**config.mk**
```make
export PLATFORM = sky130hd
export DESIGN_NAME = fifo_reader
export DESIGN_NICKNAME = d
export VERILOG_FILES = /design/src/rtl/fifo_reader.sv
export SDC_FILE = /design/constraint.sdc
export NUM_CORES = 1
export LEC_CHECK = 0
export BUFFER_PORTS_ARGS = -buffer_cell sky130_fd_sc_hd__buf_2
export CAP_MARGIN = 30
export CORE_MARGIN = 4
export CORE_UTILIZATION = 58
export DETAILED_ROUTE_END_ITERATION = 8
export HOLD_SLACK_MARGIN = 0.1
export PLACE_DENSITY = 0.84
export RECOVER_POWER = 100
export SLEW_MARGIN = 40
export SYNTH_ARGS = -nofsm -noshare
export SYNTH_HDL_FRONTEND = slang
export SYNTH_SLANG_ARGS = --single-unit
```
**constraint.sdc**
```tcl
create_clock -name clk -period 7.76 [get_ports clk]
set_input_delay 1.164 -clock clk [delete_from_list [all_inputs] [get_ports clk]]
set_output_delay 1.164 -clock clk [all_outputs]
set_load 0.03 [all_outputs]
```
**src/rtl/fifo_reader.sv**
```systemverilog
// Read-side controller for the request fifo: issues pops against a one-cycle registered
// read port, re-presents words through a 2-entry valid/ready buffer, and watches the wrap toggle.
module fifo_reader #(
  parameter int WIDTH      = 8,
  parameter int FIFO_DEPTH = 64,
  parameter int CNT_WIDTH  = 16
) (
  input  logic                 clk,
  input  logic                 rst,
  input  logic                 en,
  input  logic                 flush,
  input  logic                 fifo_empty,
  input  logic [WIDTH-1:0]     fifo_rdata,
  input  logic                 fifo_rd_tog,
  input  logic                 fifo_error,
  output logic                 fifo_rd_en,
  output logic [WIDTH-1:0]     out_data,
  output logic                 out_valid,
  input  logic                 out_ready,
  output logic [CNT_WIDTH-1:0] pop_count,
  output logic                 err_sticky
);

  localparam int WRAP_W = (FIFO_DEPTH > 1) ? $clog2(FIFO_DEPTH) : 1;
  localparam logic [WRAP_W-1:0] WRAP_LAST = WRAP_W'(FIFO_DEPTH - 1);

  logic [1:0]           r_occ;
  logic                 r_inflight;
  logic [WIDTH-1:0]     r_buf0;
  logic [WIDTH-1:0]     r_buf1;
  logic                 r_out_valid;
  logic [CNT_WIDTH-1:0] r_pop_count;
  logic [WRAP_W-1:0]    r_wrap_cnt;
  logic                 r_exp_tog;
  logic                 r_err_sticky;

  logic                 w_pop;
  logic [3:0]           w_level;
  logic [1:0]           w_tail;
  logic                 w_rd_en;
  logic                 w_tog_err;

  // Occupancy after this edge's capture and pop; a read is only issued if that leaves a free slot.
  always_comb begin
    w_pop     = r_out_valid & out_ready;
    w_level   = {2'b00, r_occ} + {3'b000, r_inflight} - {3'b000, w_pop};
    w_tail    = r_occ - {1'b0, w_pop};
    w_rd_en   = ~rst & en & ~flush & ~fifo_empty & (w_level < 4'd2);
    w_tog_err = ~r_inflight & (fifo_rd_tog != r_exp_tog);
  end

  // Occupancy, in-flight tracking and head-valid flag.
  always_ff @(posedge clk or posedge rst) begin
    if (rst) begin
      r_occ       <= 2'd0;
      r_inflight  <= 1'b0;
      r_out_valid <= 1'b0;
    end else if (flush) begin
      r_occ       <= 2'd0;
      r_inflight  <= 1'b0;
      r_out_valid <= 1'b0;
    end else begin
      r_occ       <= w_level[1:0];
      r_inflight  <= w_rd_en;
      r_out_valid <= (w_level[1:0] != 2'd0);
    end
  end

  // Buffer storage: head shifts on pop, returning word lands in the slot just past the survivors.
  always_ff @(posedge clk or posedge rst) begin
    if (rst) begin
      r_buf0 <= '0;
      r_buf1 <= '0;
    end else if (flush) begin
      r_buf0 <= r_buf0;
      r_buf1 <= r_buf1;
    end else begin
      if (w_pop && (r_occ == 2'd2)) begin
        r_buf0 <= r_buf1;
      end else begin
        r_buf0 <= r_buf0;
      end
      if (r_inflight) begin
        case (w_tail)
          2'd0:    r_buf0 <= fifo_rdata;
          2'd1:    r_buf1 <= fifo_rdata;
          default: r_buf1 <= r_buf1;
        endcase
      end else begin
        r_buf1 <= r_buf1;
      end
    end
  end

  // Read counter and wrap-toggle prediction; the fifo flips its toggle on the same read.
  always_ff @(posedge clk or posedge rst) begin
    if (rst) begin
      r_pop_count <= '0;
      r_wrap_cnt  <= '0;
      r_exp_tog   <= 1'b0;
    end else if (w_rd_en) begin
      r_pop_count <= r_pop_count + {{(CNT_WIDTH-1){1'b0}}, 1'b1};
      if (r_wrap_cnt == WRAP_LAST) begin
        r_wrap_cnt <= '0;
        r_exp_tog  <= ~r_exp_tog;
      end else begin
        r_wrap_cnt <= r_wrap_cnt + {{(WRAP_W-1){1'b0}}, 1'b1};
        r_exp_tog  <= r_exp_tog;
      end
    end else begin
      r_pop_count <= r_pop_count;
      r_wrap_cnt  <= r_wrap_cnt;
      r_exp_tog   <= r_exp_tog;
    end
  end

  // Sticky error: toggle disagreement is only judged while no read is outstanding.
  always_ff @(posedge clk or posedge rst) begin
    if (rst) begin
      r_err_sticky <= 1'b0;
    end else if (fifo_error || w_tog_err) begin
      r_err_sticky <= 1'b1;
    end else begin
      r_err_sticky <= r_err_sticky;
    end
  end

  assign fifo_rd_en = w_rd_en;
  assign out_data   = r_buf0;
  assign out_valid  = r_out_valid;
  assign pop_count  = r_pop_count;
  assign err_sticky = r_err_sticky;

endmodule

```
Word level (Yosys, flattened, before mapping)
Cells that the tools add are included.
{"block": "word_totals", "register_bits": 44, "inputBits": 16, "output_inout_bits": 27, "word_cells": 43}
{"block": "classes", "addsub": 5, "order_cmp": 1, "eq_ne": 4, "muxes": 7, "bitwise": 11, "n_reduce_logical": 6}
{"op": "$mux 8", "n": 3}
{"op": "$add 16x1->16 const B", "n": 1}
{"op": "$add 6x1->6 const B", "n": 1}
{"op": "$and 1x1->1", "n": 6}
{"op": "$eq 6x6->1 const B", "n": 1}
{"op": "$mux 6", "n": 1}
{"op": "$not 1->1", "n": 5}
{"op": "$lt 4x2->1 const B", "n": 1}
{"op": "$sub 3x1->4", "n": 1}
{"op": "$add 2x1->3", "n": 1}
{"op": "$reduce_and 3->1", "n": 1}
{"op": "$eq 2x1->1 const B", "n": 1}
{"op": "$eq 2x2->1 const B", "n": 1}
{"op": "$logic_not 2->1", "n": 1}
{"op": "$mux 1", "n": 2}
{"op": "$mux 2", "n": 1}
{"op": "$reduce_and 2->1", "n": 1}
{"op": "$reduce_bool 2->1", "n": 1}
{"op": "$sub 2x1->2", "n": 1}
{"op": "$logic_and 1x1->1", "n": 1}
{"op": "$logic_or 1x1->1", "n": 1}
{"op": "$ne 1x1->1", "n": 1}

Logic depth before layout (Yosys ltp)
Gate-level depths: netlist of run 1.
{"block": "depth", "ltp_word": 6, "depth_mapped": 10, "ltp_nobuf": 9}

Worst setup path before layout of run 1
Ideal clock, no wire load.
{"block": "synth_path", "path_kind": "in2out", "from": "input out_ready", "to": "output fifo_rd_en", "arrival_ns": 2.844, "required_ns": 6.596, "slack_ns": 3.752, "stages": 9, "n_path_buf": 1, "path_cell_list": "nand2_1 > xnor2_1 > ha_1 > inv_1 > fa_1 > nand4bb_4 > nor2_2 > and2_1 > buf_6"}
{"block": "synth_between", "elab_chain_cells": 4}
{"element": "start, declared", "line": "19", "text": "input logic out_ready,"}
{"element": "$and 1x1->1", "line": "45", "text": "w_pop = r_out_valid & out_ready;"}
{"element": "$sub 3x1->4", "line": "46", "text": "w_level = {2'b00, r_occ} + {3'b000, r_inflight} - {3'b000, w_pop};"}
{"element": "$lt 4x2->1", "line": "48", "text": "w_rd_en = ~rst & en & ~flush & ~fifo_empty & (w_level < 4'd2);"}
{"element": "$and 1x1->1", "line": "48"}
{"element": "end, declared", "line": "16", "text": "output logic fifo_rd_en,"}
No other way between the ends.

Worst setup path in the final report of run 1
Ends and elaborated chain as after synthesis.

==> run metrics, run 1 <==
Hold WC Path Type reg -> reg; placement row count 21; relative slew slack -52.0%; RR Endpoint r_wrap_cnt[1]; CP endpoint kind primary output; Async SR Flop Fraction 100%; Placeable Area 0.00342 mm²; n_diodes 0; drt first pass iters 4; Die Width just under 70 µm; initial DRC count 70; sw frac 39.0%; cell taking the most area after synthesis dfrtp_1; worst vdd ir 0.000160 V; TritonCTS clock tree yes; vias in the first global route approximately 1500; Routed Antenna Nets 0; post-synth design cell area about 0.0021 mm²; syn_area_per_cell 12.5 µm²; Max clock buf depth 2; switching power 254 µW; # placed instances 252; measured slew at the worst slew-check pin around 2.3 ns; Non-Filler Instances 260; top cells by count, synth dfrtp_1 (44), xnor2_1 (19), o22a_1 (16); layout cells sized above 1 16.4%; grt total ovfl 0; power per cell area 281 mW/mm²; Top Ports 43; Final Hold Vio Count 0; Crit Path Max Fanout 22; Pint approximately 400 µW; worst hold margin about 0.49 ns; Startpoint Class primary input; reg2reg path depth 9; sequential group share of total power 49.2%; R2R Setup Slk 3.58 ns; Total Routing Usage GR 21.5%; RD Place Congestion 0.893; Clk Latency, worst-skew pair 0.36 ns; Seq cells post-synth 44; clock power share 18.1%; Setup Skew 0.0212 ns; Yosys warning total 0; Post-CTS Setup Repair Bufs 0; Worst Setup EP fifo_rd_en; final period demand of the worst path 6.00 ns; final WL 4.37 mm; PortBufs 42; synth-to-layout area growth 11.2%; CTS Buf Count 5; FF/Latch Area 0.00110 mm²; antenna violations before repair 0; largest net degree at the start of global routing 45; Syn Nets 187; outcome finished with violations; Power Total 652 µW; Arr. time, crit path approximately 4.8 ns; register area share after synthesis 52.8%; synthesized instance count ~170; DRC Markers 0; hold_sp pop_count[15]; Max Slew Vio Count 68; post-DP HPWL between 3 and 4 mm; f_max 167 MHz; Netlist cell types 39; Area contributors post-synth dfrtp_1 (53%), xnor2_1 (8.0%), o22a_1 (6.7%); H-tree depth 2; failing checks max-capacitance violations, max-slew violations; Final Instance Area 0.00232 mm²; DIE AREA ~0.0046 mm²; Comb power frac between 30% and 40%; routed wire length per instance between 15 and 20 µm; initial core utilization about three fifths; Root Driver clkbuf_4; Clock transition at path regs 0.13 ns; top-area cell type share of the netlist area 52.8%; hold_buf cts 0; Static Leak 1.00 nW; fillers about 290; routed vias/inst roughly 5.8; die height between 60 and 70 µm; setup TNS 0 ns; CTS sink cnt 44; ys flop type dfrtp_1; nets 233; CP required 6.60 ns; multi-input logic area about 910 µm²; EDFF count, synth 0; period utilisation layout between 70 and 80%; first-pass GRT wire length 7.25 mm; RSZ-0062 raised after global routing no; vias after detailed routing 1498; CP Launch Point out_ready; Max-Cap Viols 2; final setup violation count 0; top-count cell post-synth dfrtp_1; worst setup path class in -> out; Placed Instance Area about 0.0023 mm²; post-cts sizing count 0; r2r startpoint out_valid
per-stage QoR:
step	setup WS, ns	utilization (%)
2_1_floorplan	3.75	-
3_3_place_gp	2.95	68.3
3_5_place_dp	2.77	68.3
4_1_cts	2.76	70.1
5_1_grt	1.44	67.9
6_report	1.76	67.9
sequential cells by signal (all words and copies together), names as in the netlist:
register	count
out_valid	1
r_exp_tog	1
out_data	8
r_inflight	1
pop_count	16
err_sticky	1
r_buf1	8
r_occ	2
r_wrap_cnt	6
cell usage in the layout (no fill, tap or decap), drive strengths merged, types with 2 or more instances in the layout:
| cell type | n |
|---|---|
| nor3 | 3 |
| inv | 2 |
| o21ai | 3 |
| nand3 | 14 |
| xnor2 | 19 |
| nand2 | 6 |
| or2 | 2 |
| nor2b | 3 |
| o22a | 16 |
| clkbuf | 37 |
| and2 | 2 |
| ha | 3 |
| a21oi | 3 |
| buf | 13 |
| nand4 | 6 |
| dfrtp | 44 |
| mux2 | 11 |
| nor2 | 6 |
| and3 | 7 |
how the worst min path moves through the flow:
stage	endpoint	slack [ns]	cells past startpoint
2_1_floorplan	r_wrap_cnt[4]	0.45	1
3_3_place_gp	err_sticky	0.45	2
3_5_place_dp	err_sticky	0.47	2
4_1_cts	pop_count[15]	0.49	1
5_1_grt	pop_count[15]	0.51	1
6_report	pop_count[15]	0.49	1
critical path, cell delays in order:
cell      delay (ns)
clkbuf_1        0.16
nand2_1         0.13
xnor2_1         0.19
ha_1            0.19
inv_1           0.06
fa_1            0.40
or2_2           0.28
o21ai_0         1.53
and2_1          0.46
buf_2           0.26
area by class of cell:
type,count,share of cell area (%)
tap,46,2.48
clock buffer,7,2.37
sequential,44,47.5
inverter,2,0.324
multi-input combinational,117,39.3
timing repair buffer,43,7.66
clock inverter,1,0.324
metal layers:
metal | part of all wire, % | vias to the layer above | GRT usage, %
met4 | 1.7 | 0 | 8.68
li1 | - | 705 | -
met2 | 52 | 44 | 36.7
met5 | 0 | - | 0
met1 | 41 | 741 | 26.4
met3 | 5.4 | 8 | 4.43
power by group through the flow:
stage / logic [mW] / registers (mW) / clock network (mW)
global placement: 0.226 / 0.320 / 0
detailed placement: 0.236 / 0.325 / 0
CTS: 0.237 / 0.320 / 0.120
floorplan: 0.121 / 0.379 / 0
finish: 0.214 / 0.321 / 0.118
global route: 0.234 / 0.327 / 0.131
logic make-up (layout without fill, tap and decap cells):
kind of cell	Yosys count	in the layout	share of synthesized area [%]
AO/OA/AOI/OAI	25	25	10.5
XOR/XNOR	20	20	8.40
adder cells (fa/ha/maj)	4	4	2.76
buffers and inverters	6	53	1.74
flip-flops	44	44	52.8
multiplexers	12	12	6.96
AND/OR/NAND/NOR	56	56	16.9
No activity file was read; power rests on OpenSTA's default activity.
==> inputs of run 2 (changes only) <==
--- a/config.mk
+++ b/config.mk
@@ -8,10 +8,10 @@
 export BUFFER_PORTS_ARGS = -buffer_cell sky130_fd_sc_hd__buf_2
 export CAP_MARGIN = 30
 export CORE_MARGIN = 4
-export CORE_UTILIZATION = 58
+export CORE_UTILIZATION = 49
 export DETAILED_ROUTE_END_ITERATION = 8
 export HOLD_SLACK_MARGIN = 0.1
-export PLACE_DENSITY = 0.84
+export PLACE_DENSITY = 0.75
 export RECOVER_POWER = 100
 export SLEW_MARGIN = 40
 export SYNTH_ARGS = -nofsm -noshare
==> constraint.sdc (replaced) <==
create_clock -name clk -period 5.1 [get_ports clk]
set_input_delay 0.765 -clock clk [delete_from_list [all_inputs] [get_ports clk]]
set_output_delay 0.765 -clock clk [all_outputs]
set_load 0.03 [all_outputs]
==> run metrics, run 2 (synthesis results as in run 1) <==
grt total ovfl 0 (unchanged); post-DP HPWL 2.99 mm (-5.3%); final setup violation count 0 (unchanged); fillers 371 (+26%); n_diodes 0 (unchanged); placement row count 23 (+9.5%); Max Slew Vio Count 0 (-100%); outcome finished clean; routed vias/inst 5.45 (-5.4%); Max clock buf depth 2 (unchanged); Root Driver clkbuf_8; CTS sink cnt 44 (unchanged); max reg flops 16 (unchanged); Final Hold Vio Count 0 (unchanged); CTS Buf Count 5 (unchanged); R2R Setup Slk 2.09 ns (-1.49 ns); Max-Cap Viols 0 (-2); Clock transition at path regs 0.08 ns (-0.05 ns); commonest non-fill, non-tap cell in the layout dfrtp_1; synth-to-layout area growth 13.6%; setup TNS 0 ns (unchanged); Arr. time, crit path 3.37 ns (-1.47 ns); Worst Hold Depth 1 (unchanged); layout cells sized above 1 15.3% (-1.0 points); worst vdd ir 0.000246 V (+54%); PortBufs 42 (unchanged); vias in the first global route 1467 (-4.6%); Hold WC Path Type reg -> reg; largest net degree at the start of global routing 25 (-44%); H-tree depth 2 (unchanged); Static Leak 1.03 nW (+2.8%); vias after detailed routing 1444 (-3.6%); CP endpoint kind primary output; Top Ports 43 (unchanged); Post-CTS Setup Repair Bufs 0 (unchanged); worst setup path class in -> out; initial DRC count 55 (-21%); Setup Skew 0.00999 ns (-0.0112 ns); power per cell area 463 mW/mm² (+65%); period utilisation layout approximately 81%; Total Routing Usage GR 16.7% (-4.7 points); CP required 4.34 ns (-2.26 ns); hold_buf cts 0 (unchanged); Clk Latency, worst-skew pair 0.30 ns (-0.06 ns); final core utilization 58.4% (-9.5 points); final WL 4.08 mm (-6.7%); Final Instance Area 0.00237 mm² (+2.2%); initial core utilization 51.4% (-9.7 points); Placed Instance Area 0.00234 mm² (+0.54%); f_max 242 MHz; die height 73.2 µm (+7.8%); routed wire length per instance 15.4 µm (-8.5%); Crit Path Max Fanout 9 (-59%); nets 234 (+0.43%); RSZ-0062 raised after global routing no; first-pass GRT wire length 6.78 mm (-6.6%); Routed Antenna Nets 0 (unchanged); relative slew slack 14.9% (+67 points); Placeable Area 0.00406 mm² (+19%); drt first pass iters 4 (unchanged); Die Width 73.2 µm (+7.8%); highest-count cells in the layout ignoring fill and taps dfrtp_1 (44), clkbuf_1 (31), xnor2_1 (19), o22a_1 (16), nand3_1 (14); RD Place Congestion 0.753 (-16%); final period demand of the worst path 4.14 ns; measured slew at the worst slew-check pin 1.28 ns (-1.00 ns); reg2reg path depth 9 (unchanged); Startpoint Class primary input; TritonCTS clock tree yes; DRC Markers 0 (unchanged); post-cts sizing count 0 (unchanged); antenna violations before repair 0 (unchanged); DIE AREA 0.00536 mm² (+16%)
-- run 2: cell count changes in the layout (fill, tap and decap cells not counted), sizes merged --
cell	delta
clkinv	+1
clkinvlp	-1
bufinv	+1
-- run 2: worst paths after layout --
check,from,endpoint
max,out_ready,fifo_rd_en
min,pop_count[15],pop_count[15]
max reg2reg,out_valid,pop_count[1]
min reg2reg,pop_count[15],pop_count[15]
max in group asynchronous,rst,r_wrap_cnt[1]
min in group asynchronous,rst,r_wrap_cnt[4]
-- run 2: layer usage --
metal / vias up / track usage [%] / wire length (µm)
met2: 27 / 28.4 / 2040
met1: 702 / 21.0 / 1830
met4: 0 / 6.76 / 55
li1: 708 / - / -
met5: - / 0 / 0
met3: 7 / 2.89 / 148
-- run 2: critical path, cell delays in order --
cell and delay (ns):
clkbuf_1 0.15, nand2_1 0.13, xnor2_1 0.18, ha_1 0.18, inv_1 0.06, fa_1 0.55
nand4bb_2 0.15, nor2_1 0.41, and2_0 0.44, clkbuf_1 0.35
-- run 2: where the power goes --
group / switching, mW / internal, mW / leakage (nW) / total [mW]
Sequential: 0.0597 / 0.426 / 0.580 / 0.486
Combinational: 0.211 / 0.118 / 0.391 / 0.330
Clock: 0.120 / 0.160 / 0.0614 / 0.280
-- run 2: cell type report --
type	instances	area [µm²]	share of cell area, %
inverters	2	7.51	0.317
multi-input cells	117	892	37.7
clock inverters	2	38.8	1.64
flip-flops and latches	44	1100	46.5
repair buffers	44	184	7.77
well taps	50	62.6	2.64
clock buffers	6	82.6	3.49
-- run 2: stage by stage --
step	std cells	power [mW]	setup WS [ns]	hold WS [ns]
floorplan	167	0.761	1.89	0.451
global placement	257	0.847	1.36	0.458
detailed placement	257	0.857	1.26	0.462
CTS	265	1.14	1.25	0.477
global route	265	1.16	0.668	0.510
finish	265	1.10	0.965	0.473
